## config.mk

```make
export PLATFORM = sky130hd
export DESIGN_NAME = ppu_line_doubler_ctrl
export DESIGN_NICKNAME = d
export VERILOG_FILES = /design/src/rtl/ppu_line_doubler_ctrl.sv
export SDC_FILE = /design/constraint.sdc
export NUM_CORES = 1
export LEC_CHECK = 0
export BUFFER_PORTS_ARGS = -buffer_cell sky130_fd_sc_hd__buf_2
export CORE_AREA = 2 2 63 65
export DETAILED_ROUTE_END_ITERATION = 12
export DIE_AREA = 0 0 65 67
export GPL_TIMING_DRIVEN = 0
export PLACE_DENSITY_LB_ADDON = 0.12
export SETUP_SLACK_MARGIN = 0.15
export SYNTH_ARGS = -nofsm -noshare
export SYNTH_HDL_FRONTEND = slang
export SYNTH_SLANG_ARGS = --single-unit
```

## constraint.sdc

```tcl
create_clock -name clk -period 3.9 [get_ports clk]
set_input_delay 0.39 -clock clk [delete_from_list [all_inputs] [get_ports clk]]
set_output_delay 0.39 -clock clk [all_outputs]
set_load 0.005 [all_outputs]
```

## src/rtl/ppu_line_doubler_ctrl.sv

```systemverilog
// ppu_line_doubler_ctrl: ping-pong line buffer scheduler showing each PPU line on two output lines
module ppu_line_doubler_ctrl #(
  parameter int H_ACTIVE = 256,
  parameter int X_OFFSET = 64,
  parameter int AW = 8
) (
  input  logic          clk,
  input  logic          reset_n,
  input  logic          ppu_pix_valid,
  input  logic [14:0]   ppu_pixel,
  input  logic          ppu_line_start,
  input  logic          ppu_frame_start,
  input  logic          vga_line_start,
  input  logic          vga_frame_start,
  input  logic [9:0]    next_pixel_x,
  output logic          wr_en,
  output logic          wr_bank,
  output logic [AW-1:0] wr_addr,
  output logic [14:0]   wr_data,
  output logic          rd_bank,
  output logic [AW-1:0] rd_addr,
  output logic          border,
  output logic          locked,
  output logic          underrun,
  output logic          overrun
);
  typedef enum logic [1:0] {IDLE, FILL, WAIT_VGA, RUN} state_t;
  state_t state_q, state_d;
  logic [AW:0] cnt_q, cnt_d, cnt_s;
  logic [AW-1:0] wr_addr_q, wr_addr_d;
  logic [14:0] wr_data_q, wr_data_d;
  logic wr_en_q, wr_en_d, wr_bank_q, wr_bank_d, rd_bank_q, rd_bank_d;
  logic ready_q, ready_d, done_bank_q, done_bank_d, rep_q, rep_d;
  logic border_q, border_d, underrun_q, underrun_d, overrun_q, overrun_d;
  logic active, ls, wr, done, ready_s, last_s, rep_s, swap_t, align, run;
  always_comb begin
    run         = state_q == RUN;
    active      = state_q != IDLE || ppu_frame_start;
    ls          = active && ppu_line_start;
    cnt_s       = ls ? '0 : cnt_q;
    wr          = active && ppu_pix_valid && cnt_s < (AW+1)'(H_ACTIVE);
    done        = wr && cnt_s == (AW+1)'(H_ACTIVE - 1);
    ready_s     = ready_q || done;
    last_s      = done ? wr_bank_q : done_bank_q;
    rep_s       = vga_frame_start ? 1'b0 : rep_q;
    swap_t      = run && vga_line_start && rep_s;
    align       = state_q == WAIT_VGA && vga_frame_start;
    rd_bank_d   = align ? wr_bank_q : (swap_t && ready_s) ? last_s : rd_bank_q;
    wr_bank_d   = ls ? ~rd_bank_d : wr_bank_q;
    ready_d     = (align || (swap_t && ready_s)) ? 1'b0 : ready_s;
    done_bank_d = done ? wr_bank_q : done_bank_q;
    rep_d       = align ? 1'b0 : (run && vga_line_start) ? ~rep_s : rep_q;
    cnt_d       = wr ? cnt_s + 1'b1 : cnt_s;
    wr_en_d     = wr;
    wr_addr_d   = cnt_s[AW-1:0];
    wr_data_d   = ppu_pixel;
    underrun_d  = swap_t && !ready_s;
    overrun_d   = done && ready_q && !swap_t && !align;
    border_d    = !run || next_pixel_x < 10'(X_OFFSET) ||
                  next_pixel_x >= 10'(X_OFFSET + 2*H_ACTIVE);
    state_d     = (state_q == IDLE && ppu_frame_start) ? FILL :
                  (state_q == FILL && done) ? WAIT_VGA :
                  align ? RUN : state_q;
  end
  always_ff @(posedge clk or negedge reset_n) begin
    if (!reset_n) begin
      state_q     <= IDLE;
      cnt_q       <= '0;
      wr_en_q     <= 1'b0;
      wr_bank_q   <= 1'b1;
      wr_addr_q   <= '0;
      wr_data_q   <= '0;
      rd_bank_q   <= 1'b0;
      ready_q     <= 1'b0;
      done_bank_q <= 1'b0;
      rep_q       <= 1'b0;
      border_q    <= 1'b1;
      underrun_q  <= 1'b0;
      overrun_q   <= 1'b0;
    end else begin
      state_q     <= state_d;
      cnt_q       <= cnt_d;
      wr_en_q     <= wr_en_d;
      wr_bank_q   <= wr_bank_d;
      wr_addr_q   <= wr_addr_d;
      wr_data_q   <= wr_data_d;
      rd_bank_q   <= rd_bank_d;
      ready_q     <= ready_d;
      done_bank_q <= done_bank_d;
      rep_q       <= rep_d;
      border_q    <= border_d;
      underrun_q  <= underrun_d;
      overrun_q   <= overrun_d;
    end
  end
  assign rd_addr  = AW'((next_pixel_x - 10'(X_OFFSET)) >> 1);
  assign wr_en    = wr_en_q;
  assign wr_bank  = wr_bank_q;
  assign wr_addr  = wr_addr_q;
  assign wr_data  = wr_data_q;
  assign rd_bank  = rd_bank_q;
  assign border   = border_q;
  assign locked   = state_q == RUN;
  assign underrun = underrun_q;
  assign overrun  = overrun_q;
endmodule
```

# Word-level counts from Yosys, hierarchy flattened
# Cells that the tools add are included.
# totals
ff_bits	43
in_bits	32
word_cells	63
# op_classes
add_sub_neg	2
n_lt_le_gt_ge	3
n_eq_ne	4
muxes	12
n_bitwise	2
n_reduce_logical	27
# ops
cell	count
$mux W9	2
$logic_and A1 B1 Y1	14
$ge A10 B10 Y1 const B	1
$lt A10 B7 Y1 const B	1
$add A9 B1 Y9 const B	1
$eq A9 B8 Y1 const B	1
$lt A9 B9 Y1 const B	1
$sub A9 B7 Y9 const B	1
$mux W1	7
$mux W2	3
$logic_or A1 B1 Y1	5
$eq A2 B2 Y1 const B	2
$logic_not A1 Y1	4
$reduce_bool A2 Y1	2
$reduce_bool A3 Y1	1
$eq A2 B1 Y1 const B	1
$logic_not A2 Y1	1
$not A1 Y1	2

# Logic depth before layout (Yosys ltp)
# logic_depth
ltp_word	12
ltp_mapped	12
depth_no_buf	10

# Least setup slack after synthesis
# No wires, ideal clock.
# synth_path
path_kind	register to register
from	register state_q[1]
to	register (tool-made name)
setup_ps	125
arrival_ps	2791
required_time_ps	3775
setup_slack_ps	984
path_stages_with_launch	13
path_buffers	2
cell_sequence	dfrtp_1 o31ai_1 clkbuf_1 and2_1 ha_1 nand3_1 nor3_1 ha_1 and3_4 buf_6 mux2_4 o22a_1 mux2_4
# synth_lines
item	line	source
start, declared	28	state_t state_q, state_d;
start signal, assigned	81	state_q <= state_d;

==> flow_metrics.env <==
export IMPL_synth_area_sq_mm=0.00165
export IMPL_post_drt_wl_per_cell_microns=12.0
export IMPL_hold_viol=0
export IMPL_die_h_microns=67
export IMPL_hold_path_class="input pin to flip-flop"
export IMPL_syn_area_per_cell_sq_um=13.0
export IMPL_area_growth_synth_to_final_pct=31.4
export IMPL_fmax_ghz=0.286
export IMPL_cp_data_arrival_time_ns=3.67
export IMPL_power_density_mw_per_mm2=400
export IMPL_post_cts_setup_buffers=0
export IMPL_vias=1152
export IMPL_ir_drop_v=0.000174
export IMPL_synthesis_nets=163
export IMPL_final_common_cell="buf_2"
export IMPL_io_pins=70
export IMPL_antenna_cells=0
export IMPL_status="complete, no violations"
export IMPL_numCtsBuffers=5
export IMPL_ant_nets=0
export IMPL_drtIter0Drc=72
export IMPL_netlist_cell_type_count=31
export IMPL_synth_edff_count=0
export IMPL_maxSlewHeadroom=0.406
export IMPL_crit_path_end_kind="flip-flop"
export IMPL_ys_top_cells_by_area="dfrtp_1 (62%), and2_1 (4.6%), dfstp_2 (3.2%)"
export IMPL_cts_root_buf="clkbuf_8"
export IMPL_slew_violations=0
export IMPL_rows=22
export IMPL_tightest_slew_ns=0.891
export IMPL_via_per_inst=4.57
export IMPL_period_minus_slack_ns=3.49
export IMPL_min_path_cells=1
export IMPL_reg2reg_depth=12
export IMPL_coreArea_sq_mm=0.00361
export IMPL_antenna_found_initial=0
export IMPL_final_util=0.601
export IMPL_drv_cap=0
export IMPL_wl_microns=3030
export IMPL_clk_insertion_delay_late_ns=0.29
export IMPL_critPathLaunchType="flip-flop"
export IMPL_clock_skew_ns=0.00280
export IMPL_finalCritPeriodShare=0.896
export IMPL_drive_gt1_frac=0.441
export IMPL_grt_pass1_vias=1178
export IMPL_cp_max_fo=10
export IMPL_rsz0062_at_grt="false"
export IMPL_port_buffers=69
export IMPL_setup_viol=0
export IMPL_synth_cells=127
export IMPL_cp_data_required_time_ns=4.08
export IMPL_cts_hold_repair_buffers=0
export IMPL_ctsResizeCount=0
export IMPL_dp_hpwl_microns=2330
export IMPL_initial_core_util=0.457
export IMPL_grt_max_degree=44
export IMPL_die_x_microns=65
export IMPL_p_leak_uw=0.00117
export IMPL_synth_top_area_share=0.623
export IMPL_rrSetupSlack_ns=0.41
export IMPL_clk_path_buf_depth=2
export IMPL_synth_async_reset_ratio=1.00
export IMPL_cts_tree="yes"
export IMPL_critical_path_class="flip-flop to flip-flop"
export IMPL_synth_seq_cells=43
export IMPL_cts_sink_count=43
export IMPL_routabilityCongestion=0.700
export IMPL_h_tree_depth=2
export IMPL_cts_clk_slew_worst_paths_ns=0.08
export IMPL_overflow=0
export IMPL_yosys_area_top_type="dfrtp_1"
export IMPL_first_pass_iters=4
export IMPL_die_area_sq_mm=0.00436
export IMPL_synth_ff_type="dfrtp_1"
export IMPL_final_cell_mix="buf_2 (69), dfrtp_1 (41), and2_1 (12), nand2_1 (6)"
export IMPL_worst_slack_ns=0.407
export IMPL_grt_pass1_wl_microns=5200
export IMPL_tns_ns=0
export IMPL_grt_usage=0.160
export IMPL_layout_nets=239
export IMPL_place_ws_ns=0.350
export IMPL_drc=0
export IMPL_ys_seq_area_frac=0.655
export IMPL_yosysWarnings=0
## cell families (layout without fill, tap and decap cells)
group / count (synthesis) / after routing / share of synthesized area
adder cells (fa/ha/maj): 4 / 4 / 0.0304
AO/OA/AOI/OAI: 12 / 12 / 0.0448
buffers and inverters: 12 / 89 / 0.0433
multiplexers: 4 / 4 / 0.0319
flip-flops: 43 / 43 / 0.655
XOR/XNOR: 8 / 8 / 0.0425
AND/OR/NAND/NOR: 44 / 44 / 0.153
## layout make-up
| type | instances | area [sq um] |
|---|---|---|
| clock buffers | 5 | 68.8 |
| repair buffers | 69 | 345 |
| fillers | 317 | 1440 |
| plain buffers | 8 | 56.3 |
| multi-input cells | 72 | 498 |
| well taps | 48 | 60.1 |
| inverters | 4 | 15.0 |
| flip-flops and latches | 43 | 1080 |
| clock inverters | 3 | 43.8 |
## critical path: stages (launching register included)
cell,delay [ns]
dfrtp_1,0.45
o31ai_1,0.49
clkbuf_1,0.38
and2_1,0.26
ha_1,0.23
nand3_1,0.10
nor3_1,0.21
ha_1,0.21
and3_4,0.18
buf_6,0.11
mux2_4,0.29
o22a_1,0.21
mux2_4,0.26
## final timing paths
path | start | end
max | state_q[1] | flip-flop
min | ppu_pixel[10] | wr_data[10]
max reg2reg | state_q[1] | flip-flop
min reg2reg | ready_q | underrun
max in group asynchronous | reset_n | cnt_q[8]
min in group asynchronous | reset_n | wr_data[13]
## cells in the mapped netlist (all sizes together), types with 2 or more instances
| cell | count |
|---|---|
| and2 | 12 |
| and3 | 6 |
| buf | 6 |
| clkbuf | 2 |
| dfrtp | 41 |
| dfstp | 2 |
| ha | 4 |
| inv | 4 |
| mux2 | 4 |
| nand2 | 6 |
| nand2b | 4 |
| nand3 | 4 |
| nand3b | 2 |
| nor2 | 3 |
| nor2b | 2 |
| nor3 | 3 |
| o21ai | 6 |
| xnor2 | 3 |
| xor2 | 5 |
## flip-flops by register name, summed over array words and instances (netlist names), named ones only
| register | cells |
|---|---|
| done_bank_q | 1 |
| cnt_q | 9 |
| wr_data | 15 |
| state_q | 2 |
| wr_addr | 8 |
| wr_en | 1 |
| rep_q | 1 |
| ready_q | 1 |
| border | 1 |
| wr_bank | 1 |
| underrun | 1 |
| overrun | 1 |
## per-layer routing
metal  wire (microns)  GRT usage  part of all wire
met1             1240      0.181              0.41
met4               23     0.0559            0.0076
met3              170     0.0507             0.056
met2             1600      0.285              0.53
met5                0          0                 0
## where the power goes
part | total (uW) | switching, uW | internal (uW)
registers | 466 | 5.06 | 461
logic | 65.7 | 32.2 | 33.5
clock network | 334 | 143 | 190
## stage by stage
step                      power [uW]  hold WS [ns]  cells  area (sq um)
after floorplan                  497        0.0944    127          1650
after global placement           539         0.475    244          2050
after detailed placement         542         0.490    244          2050
after CTS                        878         0.193    252          2170
after global routing             912         0.179    252          2170
final                            866         0.204    252          2170
Power figures use the tool's default switching activity.
